<file path="config.mk">
export PLATFORM = sky130hd
export DESIGN_NAME = pot_conditioner
export DESIGN_NICKNAME = d
export VERILOG_FILES = /design/src/rtl/pot_conditioner_pkg.sv /design/src/rtl/pot_conditioner_bus_stabilizer.sv /design/src/rtl/pot_conditioner.sv
export SDC_FILE = /design/constraint.sdc
export NUM_CORES = 1
export LEC_CHECK = 0
export CORE_MARGIN = 10
export CORE_UTILIZATION = 50
export CTS_CLUSTER_DIAMETER = 60
export DETAILED_ROUTE_END_ITERATION = 10
export MAX_ROUTING_LAYER = met4
export PLACE_DENSITY = 0.71
export SETUP_SLACK_MARGIN = 0.05
export SLEW_MARGIN = 10
export SYNTH_ARGS = -nofsm -noshare
export SYNTH_HDL_FRONTEND = slang
export SYNTH_SLANG_ARGS = --single-unit
</file>
<file path="constraint.sdc">
create_clock -name osc -period 4.1 [get_ports osc]
set_input_delay 1.025 -clock osc [delete_from_list [all_inputs] [get_ports osc]]
set_output_delay 1.025 -clock osc [all_outputs]
set_load 0.01 [all_outputs]
</file>
<file path="src/rtl/pot_conditioner_pkg.sv">
// ----------------------------------------------------------------------------
// pot_conditioner_pkg
// Shared definitions for the potentiometer conditioning path.
//   - FSM state encoding (2-bit) used by pot_conditioner.
//   - Default word width and sample-period exponent. SAMPLE_LOG2_DEF matches
//     the ADC's capacitor-divider conversion period so that each sample tick
//     sees at least one fresh conversion.
// ----------------------------------------------------------------------------
package pot_conditioner_pkg;

    localparam int OUTSIZE_DEF       = 16;
    localparam int SAMPLE_LOG2_DEF   = 19;
    localparam int AVG_LOG2_DEF      = 2;
    localparam int STABLE_CYCLES_DEF = 4;
    localparam int HYST_DEF          = 16;

    typedef enum logic [1:0] {
        WAIT  = 2'd0,
        ACC   = 2'd1,
        CHECK = 2'd2,
        EMIT  = 2'd3
    } pot_state_t;

endpackage

</file>
<file path="src/rtl/pot_conditioner_bus_stabilizer.sv">
// ----------------------------------------------------------------------------
// bus_stabilizer
// Takes a clean copy of a slow, quasi-static multi-bit bus that is driven from
// an unrelated clock. The bus is registered twice (cap0, cap1); a word is only
// accepted into `stable` once cap0 and cap1 have matched for STABLE_CYCLES
// consecutive comparisons, so a capture taken mid-transition is never passed
// on. While the bus keeps moving, `stable` holds its last accepted value.
//
// Ports
//   osc     in   1      clock
//   rst_n   in   1      asynchronous active-low reset
//   raw     in   WIDTH  asynchronous input bus
//   stable  out  WIDTH  last accepted, settled value (0 after reset)
//
// STABLE_CYCLES must be at least 1.
// ----------------------------------------------------------------------------
module bus_stabilizer #(
    parameter int WIDTH         = 16,
    parameter int STABLE_CYCLES = 4
) (
    input  logic             osc,
    input  logic             rst_n,
    input  logic [WIDTH-1:0] raw,
    output logic [WIDTH-1:0] stable
);

    localparam int             CW      = $clog2(STABLE_CYCLES + 1);
    localparam logic [CW-1:0]  CNT_MAX = CW'(STABLE_CYCLES);

    logic [WIDTH-1:0] cap0;
    logic [WIDTH-1:0] cap1;
    logic [CW-1:0]    stab_cnt;

    always_ff @(posedge osc or negedge rst_n) begin
        if (!rst_n) begin
            cap0     <= '0;
            cap1     <= '0;
            stab_cnt <= '0;
            stable   <= '0;
        end else begin
            cap0 <= raw;
            cap1 <= cap0;

            // Saturating run-length of identical consecutive captures.
            if (cap0 == cap1) begin
                if (stab_cnt != CNT_MAX) begin
                    stab_cnt <= stab_cnt + 1'b1;
                end
            end else begin
                stab_cnt <= '0;
            end

            if (stab_cnt == CNT_MAX) begin
                stable <= cap1;
            end
        end
    end

endmodule

</file>
<file path="src/rtl/pot_conditioner.sv">
// ----------------------------------------------------------------------------
// pot_conditioner
// Turns the potentiometer ADC's raw result word into a jitter-free control
// level for the osc-domain synth logic. The raw bus is settled by
// bus_stabilizer, sampled once per tick, averaged over 2^AVG_LOG2 samples and
// passed through a hysteresis window before it may move `level`.
//
// Ports
//   osc     in   1        system clock (49.152 MHz)
//   rst_n   in   1        asynchronous active-low reset
//   raw     in   OUTSIZE  ADC result, asynchronous to osc
//   level   out  OUTSIZE  conditioned pot value
//   valid   out  1        one-cycle pulse when `level` is (re)written
//   busy    out  1        high while a block is being accumulated
//
// State | meaning
// ------+--------------------------------------------------------------
// WAIT  | idle, accumulator cleared; first tick loads the first sample
// ACC   | adding one sample per tick until the block is complete
// CHECK | compare block average with `level` against the hysteresis
// EMIT  | new `level` presented with `valid` high for this one cycle
//
// A tick that lands in CHECK or EMIT is dropped; with SAMPLE_LOG2 >= 2 ticks
// are far enough apart that this cannot happen. valid rises two cycles after
// the tick carrying the last sample of a block.
// ----------------------------------------------------------------------------
module pot_conditioner
    import pot_conditioner_pkg::*;
#(
    parameter int OUTSIZE       = OUTSIZE_DEF,
    parameter int SAMPLE_LOG2   = SAMPLE_LOG2_DEF,
    parameter int AVG_LOG2      = AVG_LOG2_DEF,      // 0..6
    parameter int STABLE_CYCLES = STABLE_CYCLES_DEF,
    parameter int HYST          = HYST_DEF
) (
    input  logic               osc,
    input  logic               rst_n,
    input  logic [OUTSIZE-1:0] raw,
    output logic [OUTSIZE-1:0] level,
    output logic               valid,
    output logic               busy
);

    // Accumulator is wide enough for 2^AVG_LOG2 full-scale samples.
    localparam int              ACCW   = OUTSIZE + AVG_LOG2;
    localparam int              NW     = AVG_LOG2 + 1;
    localparam logic [NW-1:0]   N_LAST = NW'(1 << AVG_LOG2);
    localparam logic [OUTSIZE:0] HYST_W = (OUTSIZE + 1)'(HYST);

    logic [OUTSIZE-1:0]     stable;
    logic [SAMPLE_LOG2-1:0] tick_cnt;
    logic                   tick;

    pot_state_t             state, state_nx;
    logic [ACCW-1:0]        acc, acc_nx;
    logic [NW-1:0]          n, n_nx;
    logic [OUTSIZE-1:0]     level_nx;
    logic                   valid_nx;
    logic                   first, first_nx;

    logic [ACCW-1:0]        stable_ext;
    logic [OUTSIZE-1:0]     avg;
    logic [OUTSIZE:0]       diff;
    logic                   upd;

    bus_stabilizer #(
        .WIDTH         (OUTSIZE),
        .STABLE_CYCLES (STABLE_CYCLES)
    ) u_stab (
        .osc    (osc),
        .rst_n  (rst_n),
        .raw    (raw),
        .stable (stable)
    );

    // Free-running sample divider; tick marks the cycle the counter wraps.
    always_ff @(posedge osc or negedge rst_n) begin
        if (!rst_n) begin
            tick_cnt <= '0;
        end else begin
            tick_cnt <= tick_cnt + 1'b1;
        end
    end

    assign tick = (tick_cnt == '1);

    assign stable_ext = ACCW'(stable);
    assign avg        = acc[ACCW-1:AVG_LOG2];

    // Magnitude of the difference at OUTSIZE+1 bits so full-scale swings
    // (0x0000 vs 0xFFFF) do not wrap.
    always_comb begin
        if (avg >= level) begin
            diff = {1'b0, avg} - {1'b0, level};
        end else begin
            diff = {1'b0, level} - {1'b0, avg};
        end
    end

    assign upd = first || (diff > HYST_W);

    always_ff @(posedge osc or negedge rst_n) begin
        if (!rst_n) begin
            state <= WAIT;
            acc   <= '0;
            n     <= '0;
            level <= '0;
            valid <= 1'b0;
            first <= 1'b1;
        end else begin
            state <= state_nx;
            acc   <= acc_nx;
            n     <= n_nx;
            level <= level_nx;
            valid <= valid_nx;
            first <= first_nx;
        end
    end

    // level/valid/first are loaded on the CHECK->EMIT edge so that the new
    // level and its valid strobe are both visible during the EMIT cycle.
    always_comb begin
        state_nx = state;
        acc_nx   = acc;
        n_nx     = n;
        level_nx = level;
        valid_nx = 1'b0;
        first_nx = first;

        case (state)
            WAIT: begin
                acc_nx = '0;
                n_nx   = '0;
                if (tick) begin
                    acc_nx   = stable_ext;
                    n_nx     = NW'(1);
                    state_nx = (AVG_LOG2 == 0) ? CHECK : ACC;
                end
            end
            ACC: begin
                if (tick) begin
                    acc_nx = acc + stable_ext;
                    n_nx   = n + 1'b1;
                    if (n_nx == N_LAST) begin
                        state_nx = CHECK;
                    end
                end
            end
            CHECK: begin
                if (upd) begin
                    level_nx = avg;
                    valid_nx = 1'b1;
                    first_nx = 1'b0;
                    state_nx = EMIT;
                end else begin
                    state_nx = WAIT;
                end
            end
            EMIT: begin
                state_nx = WAIT;
            end
            default: begin
                state_nx = WAIT;
            end
        endcase
    end

    assign busy = (state == ACC);

endmodule

</file>
==> flow_metrics.py <==
metrics = {
    "run_status": {
        "status": "finished, final reports clean",
    },
    "cts": {
        "clockBufferDepth": 2,
        "cts-buffers-inserted": 9,
        "cts-root-buf": "clkbuf_16",
        "cts_max_level": 3,
        "worstSkewPairLatency_ns": 0.35,
        "post-cts-setup-buffers": 0,
        "cts_tree": "built",
        "holdBufCountCts": 0,
        "cts.clk_slew.worst_paths_ns": 0.07,
        "clock_sinks": 111,
        "cts_resized": 0,
    },
    "place": {
        "placed_cell_area_mm2": 0.00732,
        "portBuffers": 35,
        "gp_congestion": 0.899,
        "dpl.hpwl_mm": 11.7,
    },
    "timing": {
        "period_needed_ns": 3.69,
        "finalClockSkew_ns": 0.00893,
        "tns_ns": 0,
        "slew_headroom": 0.355,
        "worst_pin_slew_ns": 0.968,
        "period_share": 0.899,
        "finalSetupViolCount": 0,
        "maxSlewViolCount": 0,
        "fmax_mhz": 271,
        "rsz0062_at_grt": "no",
        "hold_violations": 0,
    },
    "grt": {
        "grt.total_usage": 0.172,
        "overflow": 0,
        "grt_max_degree": 77,
        "grt_pass1_vias": 5095,
        "antenna_found_initial": 0,
        "grt_pass1_wl_mm": 25.1,
    },
    "final_layout": {
        "fin_nets": 788,
        "final_cell_area_mm2": 0.00757,
        "post-route-util": 0.570,
        "layout-drive-gt1-share": 0.0851,
        "fillers": 1156,
        "synthToLayoutAreaGrowth_pct": 11.0,
        "antennaDiodeCount": 0,
        "multiInputGateArea_mm2": 0.00371,
        "seqCellArea_mm2": 0.00278,
    },
    "setup_path": {
        "start_kind": "flip-flop",
        "required_ns": 4.37,
        "cp_cell_sequence": "ha_1 -> o211ai_1 -> a21oi_2 -> o21ai_2 -> a211o_1 -> nand2_2 -> mux2i_1 -> xnor2_1 -> a2111o_1 -> o41ai_4 -> buf_4 -> mux2i_1",
        "slowest_stage": "ha_1",
        "cp_max_fo": 13,
        "crit_type": "reg -> reg",
        "end_kind": "flip-flop",
        "arrival_ns": 3.96,
        "critPathBufInv": 1,
        "critical-path-top-delay-family": "compound AO/OA/AOI/OAI gates",
        "max_stage_delay_ns": 0.55,
        "crit_top_cell": "mux2i_1",
    },
    "floorplan": {
        "die-height_um": 137,
        "rows": 42,
        "core_mm2": 0.0133,
        "boundaryPins": 36,
        "initial_core_util": 0.513,
        "dieArea_mm2": 0.0187,
        "fp.dieW_um": 137,
    },
    "power": {
        "ir_worst_vdd_uv": 229,
        "p_leak_uw": 0.00370,
        "totalPowerFinal_uw": 1980,
        "power_density_mw_per_mm2": 261,
    },
    "route": {
        "drt_iter0_drc": 443,
        "vias_per_cell": 5.63,
        "drt-total-wl_mm": 15.0,
        "wl_per_cell_um": 16.8,
        "firstDrtPassIters": 5,
        "drc_errors": 0,
        "num_vias": 5030,
        "ant_nets": 0,
    },
    "synth": {
        "synth.avg_cell_area_um2": 10.0,
        "ys_ff_latch": 111,
        "yosys.cell_types.count": 67,
        "yosysWarnings": 0,
        "synth_area_mm2": 0.00683,
        "synth_nets": 756,
        "async_reset_ff_frac": 1.00,
        "yosysSeqAreaShare": 0.407,
        "syn_inst": 682,
        "synth-edff-count": 0,
        "synth_flop_cell": "dfrtp_1",
    },
    "job": {
        "max_cap_viol_count": 0,
    },
    "min_path": {
        "hold_class": "reg -> reg",
    },
}
-- kinds of logic after synthesis --
kind of cell / after synthesis / share of synthesized area
compound gates: 157 / 0.154
simple gates: 174 / 0.128
fa+ha+maj: 56 / 0.106
mux: 48 / 0.0733
xor+xnor: 62 / 0.0796
buf+inv: 74 / 0.0515
flops: 111 / 0.407
-- synthesized netlist by cell type (4+ instances only) --
library cell    n  area, µm²
a21o_1         14        105
a21oi_1        32        160
a22o_1          7       61.3
a22oi_1        10       75.1
a31oi_1         5       31.3
and2_1          4       25.0
and3_1          4       25.0
buf_2           4       20.0
buf_4           4       30.0
buf_6           5       56.3
clkbuf_1       10       37.5
dfrtp_1       110       2750
ha_1           53        663
inv_1          49        184
mux2_2         16        180
mux2i_1        32        320
nand2_1        63        236
nand2b_1       11       68.8
nand3_1        19       95.1
nand4_1         6       37.5
nor2_1         29        109
nor2b_1         8       50.1
nor3_1          7       35.0
nor4_1          7       43.8
o211ai_1        7       52.6
o21ai_0        39        195
o21bai_1        5       37.5
xnor2_1        31        272
xor2_1         31        272
-- power breakdown --
part           switching [µW]  internal, µW
Combinational            29.6          22.1
Clock                     394           409
Sequential               11.3          1110
Total                     435          1540
-- path summary, 6_finish.rpt --
kind,from,to,cells after the start,slack (ns)
max reg2reg,acc[5]$_DFFE_PN0P_,level[4]$_DFFE_PN0P_,12,0.41
min reg2reg,u_stab.cap0[1]$_DFF_PN0_,u_stab.cap1[1]$_DFF_PN0_,0,0.39
max in group asynchronous,rst_n,tick_cnt[8]$_DFF_PN0_,2,2.44
min in group asynchronous,rst_n,level[1]$_DFFE_PN0P_,1,0.81
min,u_stab.cap0[1]$_DFF_PN0_,u_stab.cap1[1]$_DFF_PN0_,0,0.39
max,acc[5]$_DFFE_PN0P_,level[4]$_DFFE_PN0P_,12,0.41
-- metrics by stage --
step / hold slack (ns) / setup WS [ns] / cells
after floorplan: 0.372 / 0.843 / 682
after global placement: 0.379 / 0.534 / 879
after detailed placement: 0.380 / 0.434 / 879
after CTS: 0.396 / 0.394 / 893
after global routing: 0.407 / 0.103 / 893
final: 0.393 / 0.413 / 893
-- placed cells by master (no fill, tap or decap), types with 31 or more instances in the layout --
cell type and count:
dfrtp_1 110, nand2_1 63, ha_1 53, inv_1 49, o21ai_0 39, clkdlybuf4s50_1 34, a21oi_1 32, mux2i_1 32
xnor2_1 31, xor2_1 31
-- state kept, by name, summed over array words and instances, names as in the netlist --
register / flops
level: 16
n: 3
acc: 18
first: 1
tick_cnt: 19
valid: 1
u_stab.stab_cnt: 3
u_stab.cap1: 16
u_stab.stable: 16
u_stab.cap0: 16
state: 2
-- layer usage --
layer	part of all wire	track usage	wire length [µm]	vias up
met2	0.49	0.289	7370	108
met1	0.46	0.210	6840	2428
met5	0	-	0	-
li1	-	-	-	2468
met4	0.026	0.0662	391	0
met3	0.026	0.0187	384	26
-- worst reg2reg max path: cells and delay by family (launching register included) --
family	cells	cell delay, ns
AO/OA/AOI/OAI	6	1.44
XOR/XNOR	1	0.11
adder cells (fa/ha/maj)	1	0.55
buffers and inverters	1	0.32
flip-flops	1	0.44
multiplexers	2	0.53
AND/OR/NAND/NOR	1	0.23
-- final cells by class --
type | count | share of cell area
Inverter | 50 | 0.0248
Clock buffer | 10 | 0.0302
Sequential cell | 111 | 0.367
Multi-Input combinational cell | 497 | 0.489
Clock inverter | 4 | 0.00396
Timing Repair Buffer | 45 | 0.0558
Tap cell | 176 | 0.0291
Power figures use the tool's default switching activity.
